==> config.mk <==
export PLATFORM = sky130hd
export DESIGN_NAME = seven_seg_scan_driver_flat
export DESIGN_NICKNAME = d
export VERILOG_FILES = /design/src/rtl/seven_seg_pkg.sv /design/src/rtl/seven_seg_scan_driver_if.sv /design/src/rtl/seven_seg_glyph.sv /design/src/rtl/seven_seg_scan_driver.sv /design/src/flat_wrapper.sv
export SDC_FILE = /design/constraint.sdc
export NUM_CORES = 1
export LEC_CHECK = 0
export CAP_MARGIN = 20
export CORE_UTILIZATION = 50
export CTS_BUF_LIST = sky130_fd_sc_hd__clkbuf_8
export CTS_CLUSTER_DIAMETER = 80
export DETAILED_ROUTE_END_ITERATION = 8
export MAX_ROUTING_LAYER = met4
export PLACE_DENSITY = 0.78
export REMOVE_ABC_BUFFERS = 1
export SYNTH_ARGS = -nofsm -noshare
export SYNTH_HDL_FRONTEND = slang
export SYNTH_SLANG_ARGS = --single-unit
==> constraint.sdc <==
create_clock -name clk -period 4.6 [get_ports clk]
set_input_delay 0.92 -clock clk [delete_from_list [all_inputs] [get_ports clk]]
set_output_delay 0.92 -clock clk [all_outputs]
set_load 0.02 [all_outputs]
==> src/rtl/seven_seg_pkg.sv <==
// -----------------------------------------------------------------------------
// seven_seg_pkg
// Shared constants and helpers for the seven-segment scan driver.
//   - Active-low glyph constants, ordered {a,b,c,d,e,f,g}.
//   - ANODE_OFF: level that switches an anode off (common-anode, so high).
//   - seg_decode(): 4-bit digit code to glyph, decimal or hex glyph set.
// -----------------------------------------------------------------------------
package seven_seg_pkg;

    // Decimal glyphs, active-low {a,b,c,d,e,f,g}
    localparam logic [6:0] SEG_0     = 7'b0000001;
    localparam logic [6:0] SEG_1     = 7'b1001111;
    localparam logic [6:0] SEG_2     = 7'b0010010;
    localparam logic [6:0] SEG_3     = 7'b0000110;
    localparam logic [6:0] SEG_4     = 7'b1001100;
    localparam logic [6:0] SEG_5     = 7'b0100100;
    localparam logic [6:0] SEG_6     = 7'b0100000;
    localparam logic [6:0] SEG_7     = 7'b0001111;
    localparam logic [6:0] SEG_8     = 7'b0000000;
    localparam logic [6:0] SEG_9     = 7'b0000100;

    // Hex glyphs (A, b, C, d, E, F)
    localparam logic [6:0] SEG_HEX_A = 7'b0001000;
    localparam logic [6:0] SEG_HEX_B = 7'b1100000;
    localparam logic [6:0] SEG_HEX_C = 7'b0110001;
    localparam logic [6:0] SEG_HEX_D = 7'b1000010;
    localparam logic [6:0] SEG_HEX_E = 7'b0110000;
    localparam logic [6:0] SEG_HEX_F = 7'b0111000;

    // Special glyphs of the decimal set
    localparam logic [6:0] SEG_BLANK = 7'b1111111;
    localparam logic [6:0] SEG_MINUS = 7'b1111110;

    // Common-anode display: an anode bit at this level turns its digit off.
    // A fully dark display is every anode bit at ANODE_OFF.
    localparam logic ANODE_OFF = 1'b1;

    // Digit code to glyph. In decimal mode 1010..1110 are blank and 1111 is
    // a minus sign; in hex mode 1010..1111 are A..F.
    function automatic logic [6:0] seg_decode(input logic [3:0] code,
                                              input logic       hex_mode);
        logic [6:0] seg;
        seg = SEG_BLANK;
        case (code)
            4'd0:    seg = SEG_0;
            4'd1:    seg = SEG_1;
            4'd2:    seg = SEG_2;
            4'd3:    seg = SEG_3;
            4'd4:    seg = SEG_4;
            4'd5:    seg = SEG_5;
            4'd6:    seg = SEG_6;
            4'd7:    seg = SEG_7;
            4'd8:    seg = SEG_8;
            4'd9:    seg = SEG_9;
            4'd10:   seg = hex_mode ? SEG_HEX_A : SEG_BLANK;
            4'd11:   seg = hex_mode ? SEG_HEX_B : SEG_BLANK;
            4'd12:   seg = hex_mode ? SEG_HEX_C : SEG_BLANK;
            4'd13:   seg = hex_mode ? SEG_HEX_D : SEG_BLANK;
            4'd14:   seg = hex_mode ? SEG_HEX_E : SEG_BLANK;
            4'd15:   seg = hex_mode ? SEG_HEX_F : SEG_MINUS;
            default: seg = SEG_BLANK;
        endcase
        return seg;
    endfunction

endpackage

==> src/rtl/seven_seg_scan_driver_if.sv <==
// -----------------------------------------------------------------------------
// seven_seg_scan_driver_if
// Bundles the value/control inputs from the datapath and the display pins.
//   en         display enable (low blanks all anodes)
//   lzs        leading-zero suppression enable
//   num        packed digit codes, digit i at [4i+3:4i], digit 0 rightmost
//   dp         decimal point request per digit, 1 = lit
//   segments   {a,b,c,d,e,f,g}, active-low
//   dp_n       decimal point segment, active-low
//   anode      one-cold digit select, active-low
//   frame_done one-cycle pulse on the snapshot cycle
// Modports: master = datapath/board side, slave = scan driver.
// -----------------------------------------------------------------------------
interface seven_seg_scan_driver_if #(
    parameter int NUM_DIGITS = 4
);
    logic                    en;
    logic                    lzs;
    logic [4*NUM_DIGITS-1:0] num;
    logic [NUM_DIGITS-1:0]   dp;
    logic [6:0]              segments;
    logic                    dp_n;
    logic [NUM_DIGITS-1:0]   anode;
    logic                    frame_done;

    modport master (
        output en, lzs, num, dp,
        input  segments, dp_n, anode, frame_done
    );

    modport slave (
        input  en, lzs, num, dp,
        output segments, dp_n, anode, frame_done
    );
endinterface

==> src/rtl/seven_seg_glyph.sv <==
// -----------------------------------------------------------------------------
// seven_seg_glyph
// Purely combinational 4-bit code to active-low seven-segment glyph.
//   HEX_MODE  1: codes 1010..1111 show A..F; 0: blank / minus glyph set
//   code      in  4  digit code
//   segments  out 7  {a,b,c,d,e,f,g}, active-low
// -----------------------------------------------------------------------------
module seven_seg_glyph
    import seven_seg_pkg::*;
#(
    parameter int HEX_MODE = 0
) (
    input  logic [3:0] code,
    output logic [6:0] segments
);

    localparam logic HEX_SEL = (HEX_MODE != 0) ? 1'b1 : 1'b0;

    // Table lookup; the helper covers every code so the output is always defined
    always_comb begin
        segments = SEG_BLANK;
        segments = seg_decode(code, HEX_SEL);
    end

endmodule

==> src/rtl/seven_seg_scan_driver.sv <==
// -----------------------------------------------------------------------------
// seven_seg_scan_driver
// Time-multiplexed common-anode seven-segment driver. A prescaler divides the
// clock into digit slots; the digit index walks 0..NUM_DIGITS-1. At the end of
// the last slot of a frame the input value, decimal points and leading-zero
// blank mask are snapshotted, so a frame never mixes old and new digits.
//   clk         in   system clock, rising edge
//   rst_n       in   asynchronous active-low reset
//   bus.en      in   display enable
//   bus.lzs     in   leading-zero suppression (taken at snapshot)
//   bus.num     in   4*NUM_DIGITS digit codes
//   bus.dp      in   NUM_DIGITS decimal point requests
//   bus.segments out 7 active-low segments, registered
//   bus.dp_n    out  active-low decimal point, registered
//   bus.anode   out  one-cold active-low digit select, registered
//   bus.frame_done out pulse during the snapshot cycle
// -----------------------------------------------------------------------------
module seven_seg_scan_driver
    import seven_seg_pkg::*;
#(
    parameter int NUM_DIGITS   = 4,
    parameter int REFRESH_DIV  = 100000,
    parameter int GUARD_CYCLES = 2,
    parameter int HEX_MODE     = 0
) (
    input  logic                          clk,
    input  logic                          rst_n,
    seven_seg_scan_driver_if.slave        bus
);

    localparam int CNT_W = (REFRESH_DIV > 1) ? $clog2(REFRESH_DIV) : 1;
    localparam int IDX_W = (NUM_DIGITS > 1) ? $clog2(NUM_DIGITS) : 1;

    localparam logic [CNT_W-1:0]      CNT_LAST   = CNT_W'(REFRESH_DIV - 1);
    localparam logic [IDX_W-1:0]      IDX_LAST   = IDX_W'(NUM_DIGITS - 1);
    localparam logic [NUM_DIGITS-1:0] ANODE_DARK = {NUM_DIGITS{ANODE_OFF}};
    localparam logic [NUM_DIGITS-1:0] ONE_HOT0   = {{(NUM_DIGITS-1){1'b0}}, 1'b1};

    // Scan state
    logic [CNT_W-1:0]        cnt_r;
    logic [IDX_W-1:0]        idx_r;

    // Frame snapshot
    logic [4*NUM_DIGITS-1:0] snap_num_r;
    logic [NUM_DIGITS-1:0]   snap_dp_r;
    logic [NUM_DIGITS-1:0]   blank_mask_r;

    // Output registers
    logic [6:0]              segments_r;
    logic                    dp_n_r;
    logic [NUM_DIGITS-1:0]   anode_r;

    // Combinational helpers
    logic                    tc_s;
    logic                    snap_s;
    logic                    guard_s;
    logic [3:0]              code_s;
    logic [6:0]              glyph_s;
    logic [NUM_DIGITS-1:0]   blank_mask_s;
    logic                    zero_run_s;
    logic [6:0]              seg_next_s;
    logic                    dp_n_next_s;
    logic [NUM_DIGITS-1:0]   anode_next_s;

    assign tc_s   = (cnt_r == CNT_LAST);
    assign snap_s = tc_s && (idx_r == IDX_LAST);

    // Guard window: the first GUARD_CYCLES of every slot keep all anodes dark
    // so the previous digit's segments cannot ghost onto the new digit.
    generate
        if (GUARD_CYCLES == 0) begin : g_no_guard
            assign guard_s = 1'b0;
        end else begin : g_guard
            assign guard_s = (cnt_r < CNT_W'(GUARD_CYCLES));
        end
    endgenerate

    // Digit currently being scanned, taken from the frame snapshot
    assign code_s = snap_num_r[{idx_r, 2'b00} +: 4];

    seven_seg_glyph #(
        .HEX_MODE (HEX_MODE)
    ) u_glyph (
        .code     (code_s),
        .segments (glyph_s)
    );

    // Leading-zero mask from the live inputs: a running "all zero so far"
    // flag walks down from the top digit; digit 0 is never blanked.
    always_comb begin
        blank_mask_s = '0;
        zero_run_s   = bus.lzs;
        for (int i = NUM_DIGITS - 1; i >= 1; i--) begin
            zero_run_s      = zero_run_s & (bus.num[4*i +: 4] == 4'd0);
            blank_mask_s[i] = zero_run_s;
        end
    end

    // Prescaler and digit index
    always_ff @(posedge clk or negedge rst_n) begin
        if (!rst_n) begin
            cnt_r <= '0;
            idx_r <= '0;
        end else if (tc_s) begin
            cnt_r <= '0;
            idx_r <= (idx_r == IDX_LAST) ? '0 : (idx_r + IDX_W'(1));
        end else begin
            cnt_r <= cnt_r + CNT_W'(1);
            idx_r <= idx_r;
        end
    end

    // Frame snapshot, taken once per frame at the end of the last slot
    always_ff @(posedge clk or negedge rst_n) begin
        if (!rst_n) begin
            snap_num_r   <= '0;
            snap_dp_r    <= '0;
            blank_mask_r <= '0;
        end else if (snap_s) begin
            snap_num_r   <= bus.num;
            snap_dp_r    <= bus.dp;
            blank_mask_r <= blank_mask_s;
        end else begin
            snap_num_r   <= snap_num_r;
            snap_dp_r    <= snap_dp_r;
            blank_mask_r <= blank_mask_r;
        end
    end

    // Next output values; en low darkens everything but scanning continues.
    // Segments keep the slot's glyph during the guard, only anodes go dark.
    always_comb begin
        seg_next_s   = SEG_BLANK;
        dp_n_next_s  = 1'b1;
        anode_next_s = ANODE_DARK;
        if (bus.en) begin
            seg_next_s  = blank_mask_r[idx_r] ? SEG_BLANK : glyph_s;
            dp_n_next_s = ~snap_dp_r[idx_r];
            if (guard_s) begin
                anode_next_s = ANODE_DARK;
            end else begin
                anode_next_s = ~(ONE_HOT0 << idx_r);
            end
        end else begin
            seg_next_s   = SEG_BLANK;
            dp_n_next_s  = 1'b1;
            anode_next_s = ANODE_DARK;
        end
    end

    // Output registers
    always_ff @(posedge clk or negedge rst_n) begin
        if (!rst_n) begin
            segments_r <= SEG_BLANK;
            dp_n_r     <= 1'b1;
            anode_r    <= ANODE_DARK;
        end else begin
            segments_r <= seg_next_s;
            dp_n_r     <= dp_n_next_s;
            anode_r    <= anode_next_s;
        end
    end

    assign bus.segments   = segments_r;
    assign bus.dp_n       = dp_n_r;
    assign bus.anode      = anode_r;
    // Decoded straight from registered scan state, so it marks the snapshot
    // cycle itself and drops to 0 as soon as reset clears the counters.
    assign bus.frame_done = snap_s;

endmodule

==> src/flat_wrapper.sv <==
// flat-port wrapper written by rule: the top's interface ports become plain ports
module seven_seg_scan_driver_flat import seven_seg_pkg::*;
#(
    parameter int NUM_DIGITS   = 4,
    parameter int REFRESH_DIV  = 100000,
    parameter int GUARD_CYCLES = 2,
    parameter int HEX_MODE     = 0
)
  (clk, rst_n, bus_en, bus_lzs, bus_num, bus_dp, bus_segments, bus_dp_n, bus_anode, bus_frame_done);
  seven_seg_scan_driver_if #(.NUM_DIGITS(NUM_DIGITS)) bus_i ();
  input  logic clk;
  input  logic rst_n;
  input wire logic [$bits(bus_i.en)-1:0] bus_en;
  input wire logic [$bits(bus_i.lzs)-1:0] bus_lzs;
  input wire logic [$bits(bus_i.num)-1:0] bus_num;
  input wire logic [$bits(bus_i.dp)-1:0] bus_dp;
  output wire logic [$bits(bus_i.segments)-1:0] bus_segments;
  output wire logic [$bits(bus_i.dp_n)-1:0] bus_dp_n;
  output wire logic [$bits(bus_i.anode)-1:0] bus_anode;
  output wire logic [$bits(bus_i.frame_done)-1:0] bus_frame_done;
  assign bus_i.en = bus_en;
  assign bus_i.lzs = bus_lzs;
  assign bus_i.num = bus_num;
  assign bus_i.dp = bus_dp;
  assign bus_segments = bus_i.segments;
  assign bus_dp_n = bus_i.dp_n;
  assign bus_anode = bus_i.anode;
  assign bus_frame_done = bus_i.frame_done;
  seven_seg_scan_driver #(.NUM_DIGITS(NUM_DIGITS), .REFRESH_DIV(REFRESH_DIV), .GUARD_CYCLES(GUARD_CYCLES), .HEX_MODE(HEX_MODE)) u_core (.clk(clk), .rst_n(rst_n), .bus(bus_i));
endmodule
==> results of run 1 <==
## report_power, final
| group | switching [mW] | internal, mW | leakage (nW) | total (mW) |
|---|---|---|---|---|
| Sequential | 0.00744 | 0.492 | 0.647 | 0.500 |
| Combinational | 0.0372 | 0.0475 | 0.726 | 0.0847 |
| Clock | 0.161 | 0.110 | 0.0447 | 0.271 |
| Total | 0.205 | 0.650 | 1.42 | 0.856 |
## synthesized netlist by cell type (all sizes together)
library cell,instances
dfrtp,42
mux2,23
nand2,14
dfstp,12
ha,12
nand3,11
nor2,10
o21ai,10
xnor2,9
inv,8
and2,6
buf,6
mux2i,6
nand4,6
mux4,5
xor2,5
and4,4
nor3,4
clkbuf,3
nor4,3
a21oi,2
and3,2
nor2b,2
or3,2
or4,2
a221oi,1
a31oi,1
o31ai,1
or2,1
## area by class of cell
class | count | area (sq um)
clock buffers | 5 | 68.8
clock inverters | 3 | 25.0
fillers | 438 | 1960
inverters | 8 | 30.0
multi-input cells | 142 | 1240
flip-flops and latches | 54 | 1370
well taps | 70 | 87.6
repair buffers | 37 | 363
## cell families (layout without fill, tap and decap cells)
kind of cell,after synthesis,count (layout),synth area share
simple gates,67,67,0.142
flops,54,54,0.508
mux,34,34,0.187
buf+inv,17,53,0.0311
compound gates,15,15,0.0307
xor+xnor,14,14,0.0456
fa+ha+maj,12,12,0.0558
## worst max path at each step
| stage | start | to | slack, ns |
|---|---|---|---|
| finish | u_core.cnt_r[13] | bus_frame_done | 1.08 |
| global route | u_core.cnt_r[13] | bus_frame_done | 0.97 |
| floorplan | u_core.cnt_r[13] | bus_frame_done | 1.78 |
| CTS | u_core.cnt_r[13] | bus_frame_done | 1.08 |
| detailed placement | u_core.cnt_r[13] | bus_frame_done | 1.45 |
| global placement | u_core.cnt_r[14] | bus_frame_done | 1.45 |
## placed cells by master, fill, tap and decap left out, types with 4 or more instances in the layout
cell	n
nand4_1	6
and4_1	4
clkdlybuf4s50_1	35
nor2_1	10
mux2_2	4
mux2i_1	6
inv_1	8
xnor2_1	9
xor2_1	5
mux2_4	19
dfstp_2	12
o21ai_0	10
nand2_1	14
clkbuf_8	5
ha_1	12
dfrtp_1	42
and2_1	5
mux4_2	5
nand3_1	10
## state kept, by name, indices dropped and copies added (netlist names)
name                 cells
u_core.idx_r             2
u_core.bus.anode         4
u_core.cnt_r            17
u_core.blank_mask_r      3
u_core.snap_dp_r         4
u_core.bus.segments      7
u_core.snap_num_r       16
u_core.bus.dp_n          1
## metrics by stage
step | util | std cells
after floorplan | - | 204
after global placement | 0.601 | 311
after detailed placement | 0.601 | 311
after CTS | 0.619 | 319
after global routing | 0.619 | 319
final | 0.619 | 319
## layer usage
metal  part of all wire  vias up
li1                   -      825
met1               0.47      836
met2               0.49       40
met3              0.025        9
met4              0.018        0
met5                  0        -
==> impl_metrics.py, run 1 <==
metrics = {
    "placement": {
        "dp_hpwl_um": 3580,
        "place_ws_ns": 1.45,
        "gp_congestion": 0.897,
        "io_buffers": 36,
        "placed_cell_area_sq_mm": 0.00309,
    },
    "sta": {
        "fin_crit_ns": 3.52,
        "final-setup-viol-count": 0,
        "finalCritPeriodShare": 0.764,
        "holdWs_ns": 0.492,
        "rsz0062_at_grt": "no",
        "slew_headroom": 0.565,
        "worst_slack_ns": 1.08,
        "slew_viol_final": 0,
        "fin_worst_skew_ns": 0.0105,
        "hold_viol": 0,
        "worst_pin_slew_ns": 0.652,
        "finalSetupTns_ns": 0,
        "max_clock_freq_mhz": 284,
    },
    "global_routing": {
        "use_met1": 0.261,
        "overflow": 0,
        "grt.busiest_layer": "met2",
        "grt_max_degree": 55,
        "antenna_found_initial": 0,
        "use_met3": 0.0450,
        "grt_use_met2": 0.310,
        "groute.usage.overall": 0.199,
        "grt_pass1_vias": 1623,
        "grt_first_pass_wirelength_um": 7920,
    },
    "floorplan": {
        "ioPinCount": 37,
        "start_util": 0.524,
        "die_area_sq_mm": 0.00568,
        "rows": 26,
        "die_w_um": 75.4,
        "die_h_um": 75.4,
        "coreArea_sq_mm": 0.00514,
    },
    "hold_path": {
        "worstHoldStart": "u_core.cnt_r[0]",
        "hp-class": "flip-flop to flip-flop",
        "min_to": "u_core.cnt_r[0]",
        "whs_path_depth": 1,
    },
    "clock_network": {
        "post_cts_resized": 0,
        "clk_pin_slew_ns": 0.10,
        "cts_setup_buffers": 0,
        "postCtsHoldBufs": 0,
        "cts_tree": "yes",
        "cts.sinks": 54,
        "htreeDepth": 2,
        "clk_latency_ns": 0.31,
        "root_buffer": "clkbuf_8",
        "cts_buffers": 5,
        "cts_buffer_depth": 2,
    },
    "power": {
        "report.power.total_uw": 856,
        "cellPowerDensity_mw_per_mm2": 269,
        "p_leak_nw": 1.42,
        "vdd_drop_max_v": 0.000224,
    },
    "route": {
        "drtAntennaViolNets": 0,
        "viasPerCell": 5.36,
        "wl_per_cell_um": 15.5,
        "firstDrtPassIters": 4,
        "drc": 0,
        "drt_wl_total_um": 4940,
        "via_count": 1710,
        "drt_iter0_markers": 87,
    },
    "logic_synthesis": {
        "ys_ff_latch": 54,
        "yosysTopAreaCell": "dfrtp_1",
        "syn_inst": 213,
        "yosysWarnings": 0,
        "synth.distinct_cells": 36,
        "ys_seq_area_frac": 0.508,
        "synth.top_cells.by_area": "dfrtp_1 (39%), dfstp_2 (12%), mux2_4 (11%)",
        "synth.avg_cell_area_sq_um": 12.6,
        "yosysTopAreaCellShare": 0.391,
        "netlist_area_sq_mm": 0.00269,
    },
    "cells_and_area": {
        "syn_to_final_growth_pct": 18.2,
        "nets": 284,
        "drive_above_1_share": 0.225,
        "stdcell_area_sq_mm": 0.00318,
        "antenna_cells": 0,
    },
    "critical_path": {
        "critPathLaunchType": "flip-flop",
        "critPathBufInv": 1,
        "cp_slowest_stage_delay_ns": 0.63,
        "crit_type": "flip-flop to output port",
        "ff2ff_path_depth": 5,
        "rrSetupSlack_ns": 2.34,
        "r2r-start": "u_core.cnt_r[0]",
        "end_kind": "output port",
        "worst_path_max_delay_cell": "clkdlybuf4s50_1",
        "rr_endpoint": "u_core.snap_dp_r[1]",
        "path_depth": 4,
        "cp_data_required_time_ns": 3.68,
        "worstPathMaxFanout": 4,
        "path_cells": "or4_4 > or3_2 > nor3_1 > clkdlybuf4s50_1",
        "critPathTopFamily": "simple AND/OR/NAND/NOR gates",
        "arrival_ns": 2.60,
    },
    "run_status": {
        "status": "completed",
    },
    "flow_run": {
        "drv_cap": 0,
    },
}
(Power assumes the default switching activity.)
==> run 2: changes to the inputs <==
- clock period: 4.6 -> 3.3 ns (I/O delays scaled with it)
==> impl_metrics.py, run 2 (synthesized netlist as in run 1, its figures left out) <==
metrics = {
    "power": {
        "power.share.clock": 0.348,
        "vdd_drop_max_v": 0.000236,
        "power_frac_comb": 0.096,
        "switching_share": 0.218,
        "p_leak_nw": 1.46,
        "power_frac_seq": 0.556,
        "switching_power_uw": 272,
        "cellPowerDensity_mw_per_mm2": 388,
        "p_int_uw": 978,
        "report.power.total_mw": 1.25,
    },
    "placement": {
        "io_buffers": 36,
        "dp_hpwl_um": 3380,
        "place_ws_ns": 0.417,
        "placed_cell_area_sq_mm": 0.00309,
        "gp_congestion": 0.897,
        "dp_cells": 311,
    },
    "sta": {
        "holdWs_ns": 0.179,
        "rsz0062_at_grt": "no",
        "worst_pin_slew_ns": 0.487,
        "slew_viol_final": 0,
        "max_clock_freq_mhz": 352,
        "worst_slack_ns": 0.457,
        "finalCritPeriodShare": 0.862,
        "fin_crit_ns": 2.84,
        "slew_headroom": 0.675,
        "final-setup-viol-count": 0,
        "finalSetupTns_ns": 0,
        "hold_viol": 0,
        "fin_worst_skew_ns": 0.0110,
    },
    "floorplan": {
        "start_util": 0.524,
        "die_w_um": 75.4,
        "ioPinCount": 37,
        "coreArea_sq_mm": 0.00514,
        "die_area_sq_mm": 0.00568,
        "die_h_um": 75.4,
        "rows": 26,
    },
    "critical_path": {
        "rr_endpoint": "u_core.snap_dp_r[0]",
        "end_kind": "output port",
        "worstPathMaxFanout": 4,
        "cp_data_required_time_ns": 2.64,
        "rrSetupSlack_ns": 1.08,
        "ff2ff_path_depth": 5,
        "r2r-start": "u_core.cnt_r[0]",
        "crit_type": "flip-flop to output port",
        "endpoint": "bus_frame_done",
        "arrival_ns": 2.18,
        "crit_start": "u_core.cnt_r[14]",
        "critPathLaunchType": "flip-flop",
    },
    "clock_network": {
        "clk_latency_ns": 0.31,
        "clk_pin_slew_ns": 0.09,
        "postCtsHoldBufs": 0,
        "cts_buffers": 5,
        "cts.sinks": 54,
        "htreeDepth": 2,
        "cts_tree": "yes",
        "root_buffer": "clkbuf_8",
        "cts_buffer_depth": 2,
    },
    "cells_and_area": {
        "antenna_cells": 0,
        "seq_area_sq_mm": 0.00137,
        "finish.utilization": 0.627,
        "final_cell_mix": "dfrtp_1 (42), clkdlybuf4s50_1 (34), mux2_4 (19)",
        "nets": 285,
        "stdcell_count": 320,
        "n_fill_cell": 432,
        "multi_input_area_sq_mm": 0.00124,
        "layout_commonest_cell": "dfrtp_1",
        "drive_above_1_share": 0.224,
        "stdcell_area_sq_mm": 0.00322,
        "largest_reg_flops": 17,
        "syn_to_final_growth_pct": 19.7,
        "top_register": "u_core.cnt_r",
    },
    "route": {
        "viasPerCell": 5.24,
        "drt_wl_total_um": 4600,
        "drt_iter0_markers": 60,
        "firstDrtPassIters": 4,
        "via_count": 1678,
        "drtAntennaViolNets": 0,
        "wl_per_cell_um": 14.4,
        "drc": 0,
    },
    "global_routing": {
        "grt_max_degree": 50,
        "antenna_found_initial": 0,
        "groute.usage.overall": 0.191,
        "grt_pass1_vias": 1624,
        "grt_first_pass_wirelength_um": 7660,
        "overflow": 0,
    },
    "flow_run": {
        "drv_cap": 0,
    },
    "hold_path": {
        "hp-class": "primary input to asynchronous set/reset pin",
    },
    "run_status": {
        "status": "completed",
    },
}
run 2: final cells by class:
class | count | share of cell area
well taps | 70 | 0.0272
repair buffers | 38 | 0.120
clock buffers | 5 | 0.0214
inverters | 8 | 0.00932
clock inverters | 3 | 0.0128
multi-input cells | 142 | 0.385
flip-flops and latches | 54 | 0.424
run 2: worst min path at each step:
stage / from / endpoint / slack (ns) / cells past startpoint
3_3_place_gp: u_core.cnt_r[0] / u_core.cnt_r[0] / 0.46 / 1
6_report: rst_n / u_core.idx_r[1] / 0.18 / 1
5_1_grt: rst_n / u_core.idx_r[1] / 0.17 / 1
4_1_cts: u_core.cnt_r[11] / u_core.cnt_r[11] / 0.50 / 1
2_1_floorplan: rst_n / u_core.blank_mask_r[1] / 0.36 / 0
3_5_place_dp: u_core.cnt_r[11] / u_core.cnt_r[11] / 0.48 / 1
run 2: power groups by stage:
| stage | registers [mW] | logic, mW | clock network, mW |
|---|---|---|---|
| floorplan | 0.715 | 0.0447 | 0 |
| global placement | 0.708 | 0.116 | 0 |
| detailed placement | 0.708 | 0.119 | 0 |
| CTS | 0.696 | 0.119 | 0.447 |
| global route | 0.698 | 0.133 | 0.474 |
| finish | 0.696 | 0.120 | 0.435 |
run 2: critical path: stages, from the launching register on:
cell and delay, ns:
dfrtp_1 0.43, or4_4 0.55, or3_2 0.50, nor3_1 0.15, dlymetal6s2s_1 0.25
run 2: what timing repair did:
action	in CTS	in global routing
gates resized for setup	0	1
setup buffers	0	0
endpoints found under the setup margin	0	1
run 2: routing by layer:
metal	wire length, um	vias up	GRT usage
met5	0	-	-
li1	-	820	-
met4	99	0	0.0905
met1	2160	812	0.261
met2	2220	39	0.283
met3	124	7	0.0291
==> run 3: changes to the inputs <==
- DONT_BUFFER_PORTS: default -> 1
- GPL_ROUTABILITY_DRIVEN: default -> 0
- PLACE_DENSITY: 0.78 -> 0.69
==> impl_metrics.py, run 3 (synthesized netlist as in run 1, its figures left out) <==
metrics = {
    "run_status": {
        "status": "completed",
    },
    "critical_path": {
        "critPathLaunchType": "flip-flop",
        "cp_slowest_stage_delay_ns": 0.55,
        "critPathBufInv": 1,
        "rrSetupSlack_ns": 1.06,
        "end_kind": "output port",
        "rr_endpoint": "u_core.snap_dp_r[0]",
        "critPathTopFamily": "simple AND/OR/NAND/NOR gates",
        "worst_path_max_delay_cell": "or4_4",
        "path_cells": "or4_4 > or3_2 > nor3_1 > buf_4",
        "ff2ff_path_depth": 5,
        "crit_type": "flip-flop to output port",
        "arrival_ns": 2.12,
        "r2r-start": "u_core.cnt_r[0]",
        "cp_data_required_time_ns": 2.64,
        "worstPathMaxFanout": 4,
    },
    "floorplan": {
        "die_h_um": 75.4,
        "rows": 26,
        "die_w_um": 75.4,
        "coreArea_sq_mm": 0.00514,
        "ioPinCount": 37,
        "die_area_sq_mm": 0.00568,
        "start_util": 0.524,
    },
    "clock_network": {
        "cts.sinks": 54,
        "postCtsHoldBufs": 0,
        "post_cts_resized": 0,
        "htreeDepth": 2,
        "clk_pin_slew_ns": 0.10,
        "cts_buffer_depth": 2,
        "cts_setup_buffers": 0,
        "root_buffer": "clkbuf_8",
        "clk_latency_ns": 0.31,
        "cts_buffers": 5,
        "cts_tree": "yes",
    },
    "sta": {
        "final-setup-viol-count": 0,
        "fin_crit_ns": 2.78,
        "max_clock_freq_mhz": 360,
        "slew_viol_final": 0,
        "slew_headroom": 0.651,
        "finalCritPeriodShare": 0.843,
        "worst_slack_ns": 0.519,
        "finalSetupTns_ns": 0,
        "hold_viol": 0,
        "worst_pin_slew_ns": 0.524,
        "holdWs_ns": 0.0313,
        "fin_worst_skew_ns": 0.0100,
        "rsz0062_at_grt": "no",
    },
    "power": {
        "p_leak_nw": 1.30,
        "vdd_drop_max_v": 0.000192,
        "cellPowerDensity_mw_per_mm2": 451,
        "report.power.total_mw": 1.30,
    },
    "placement": {
        "place_ws_ns": 0.858,
        "dp_cells": 275,
        "io_buffers": 0,
        "dp_hpwl_um": 3240,
        "placed_cell_area_sq_mm": 0.00273,
    },
    "route": {
        "drc": 0,
        "drt_wl_total_um": 4640,
        "drtAntennaViolNets": 0,
        "viasPerCell": 5.56,
        "firstDrtPassIters": 4,
        "wl_per_cell_um": 16.4,
        "drt_iter0_markers": 39,
        "via_count": 1574,
    },
    "cells_and_area": {
        "largest_reg_flops": 17,
        "antenna_cells": 0,
        "stdcell_count": 283,
        "top_register": "u_core.cnt_r",
        "drive_above_1_share": 0.258,
        "syn_to_final_growth_pct": 6.83,
        "stdcell_area_sq_mm": 0.00288,
        "finish.utilization": 0.559,
        "nets": 248,
        "final_cell_mix": "dfrtp_1 (42), mux2_4 (19), nand2_1 (14)",
        "layout_commonest_cell": "dfrtp_1",
    },
    "hold_path": {
        "hp-class": "primary input to asynchronous set/reset pin",
    },
    "global_routing": {
        "grt_first_pass_wirelength_um": 7710,
        "overflow": 0,
        "groute.usage.overall": 0.195,
        "grt_max_degree": 55,
        "antenna_found_initial": 0,
        "grt_pass1_vias": 1585,
    },
    "flow_run": {
        "drv_cap": 0,
    },
}
run 3: worst max path at each step:
stage                           from        endpoint  slack (ns)  cells past startpoint
CTS                 u_core.cnt_r[14]  bus_frame_done        0.51                      4
global route        u_core.cnt_r[14]  bus_frame_done        0.40                      4
detailed placement  u_core.cnt_r[14]  bus_frame_done        0.86                      4
finish              u_core.cnt_r[14]  bus_frame_done        0.52                      4
floorplan           u_core.cnt_r[13]  bus_frame_done        0.74                      3
global placement    u_core.cnt_r[14]  bus_frame_done        0.88                      4
run 3: per-layer routing:
metal  global-route usage  share of wire  up-vias
met4               0.0823          0.019        0
li1                     -              -      741
met1                0.261           0.47      790
met3               0.0489          0.037        8
met2                0.284           0.47       35
met5                    -              0        -
run 3: area by class of cell:
cell class	instances	area (sq um)
Fill cell	444	2260
Tap cell	70	87.6
Inverter	8	30.0
Sequential cell	54	1370
Clock inverter	2	60.1
Multi-Input combinational cell	142	1240
Clock buffer	6	82.6
Timing Repair Buffer	1	7.51
run 3: where the power goes:
part	switching (mW)	internal [mW]
clock network	0.214	0.323
registers	0.0195	0.687
logic	0.0216	0.0302
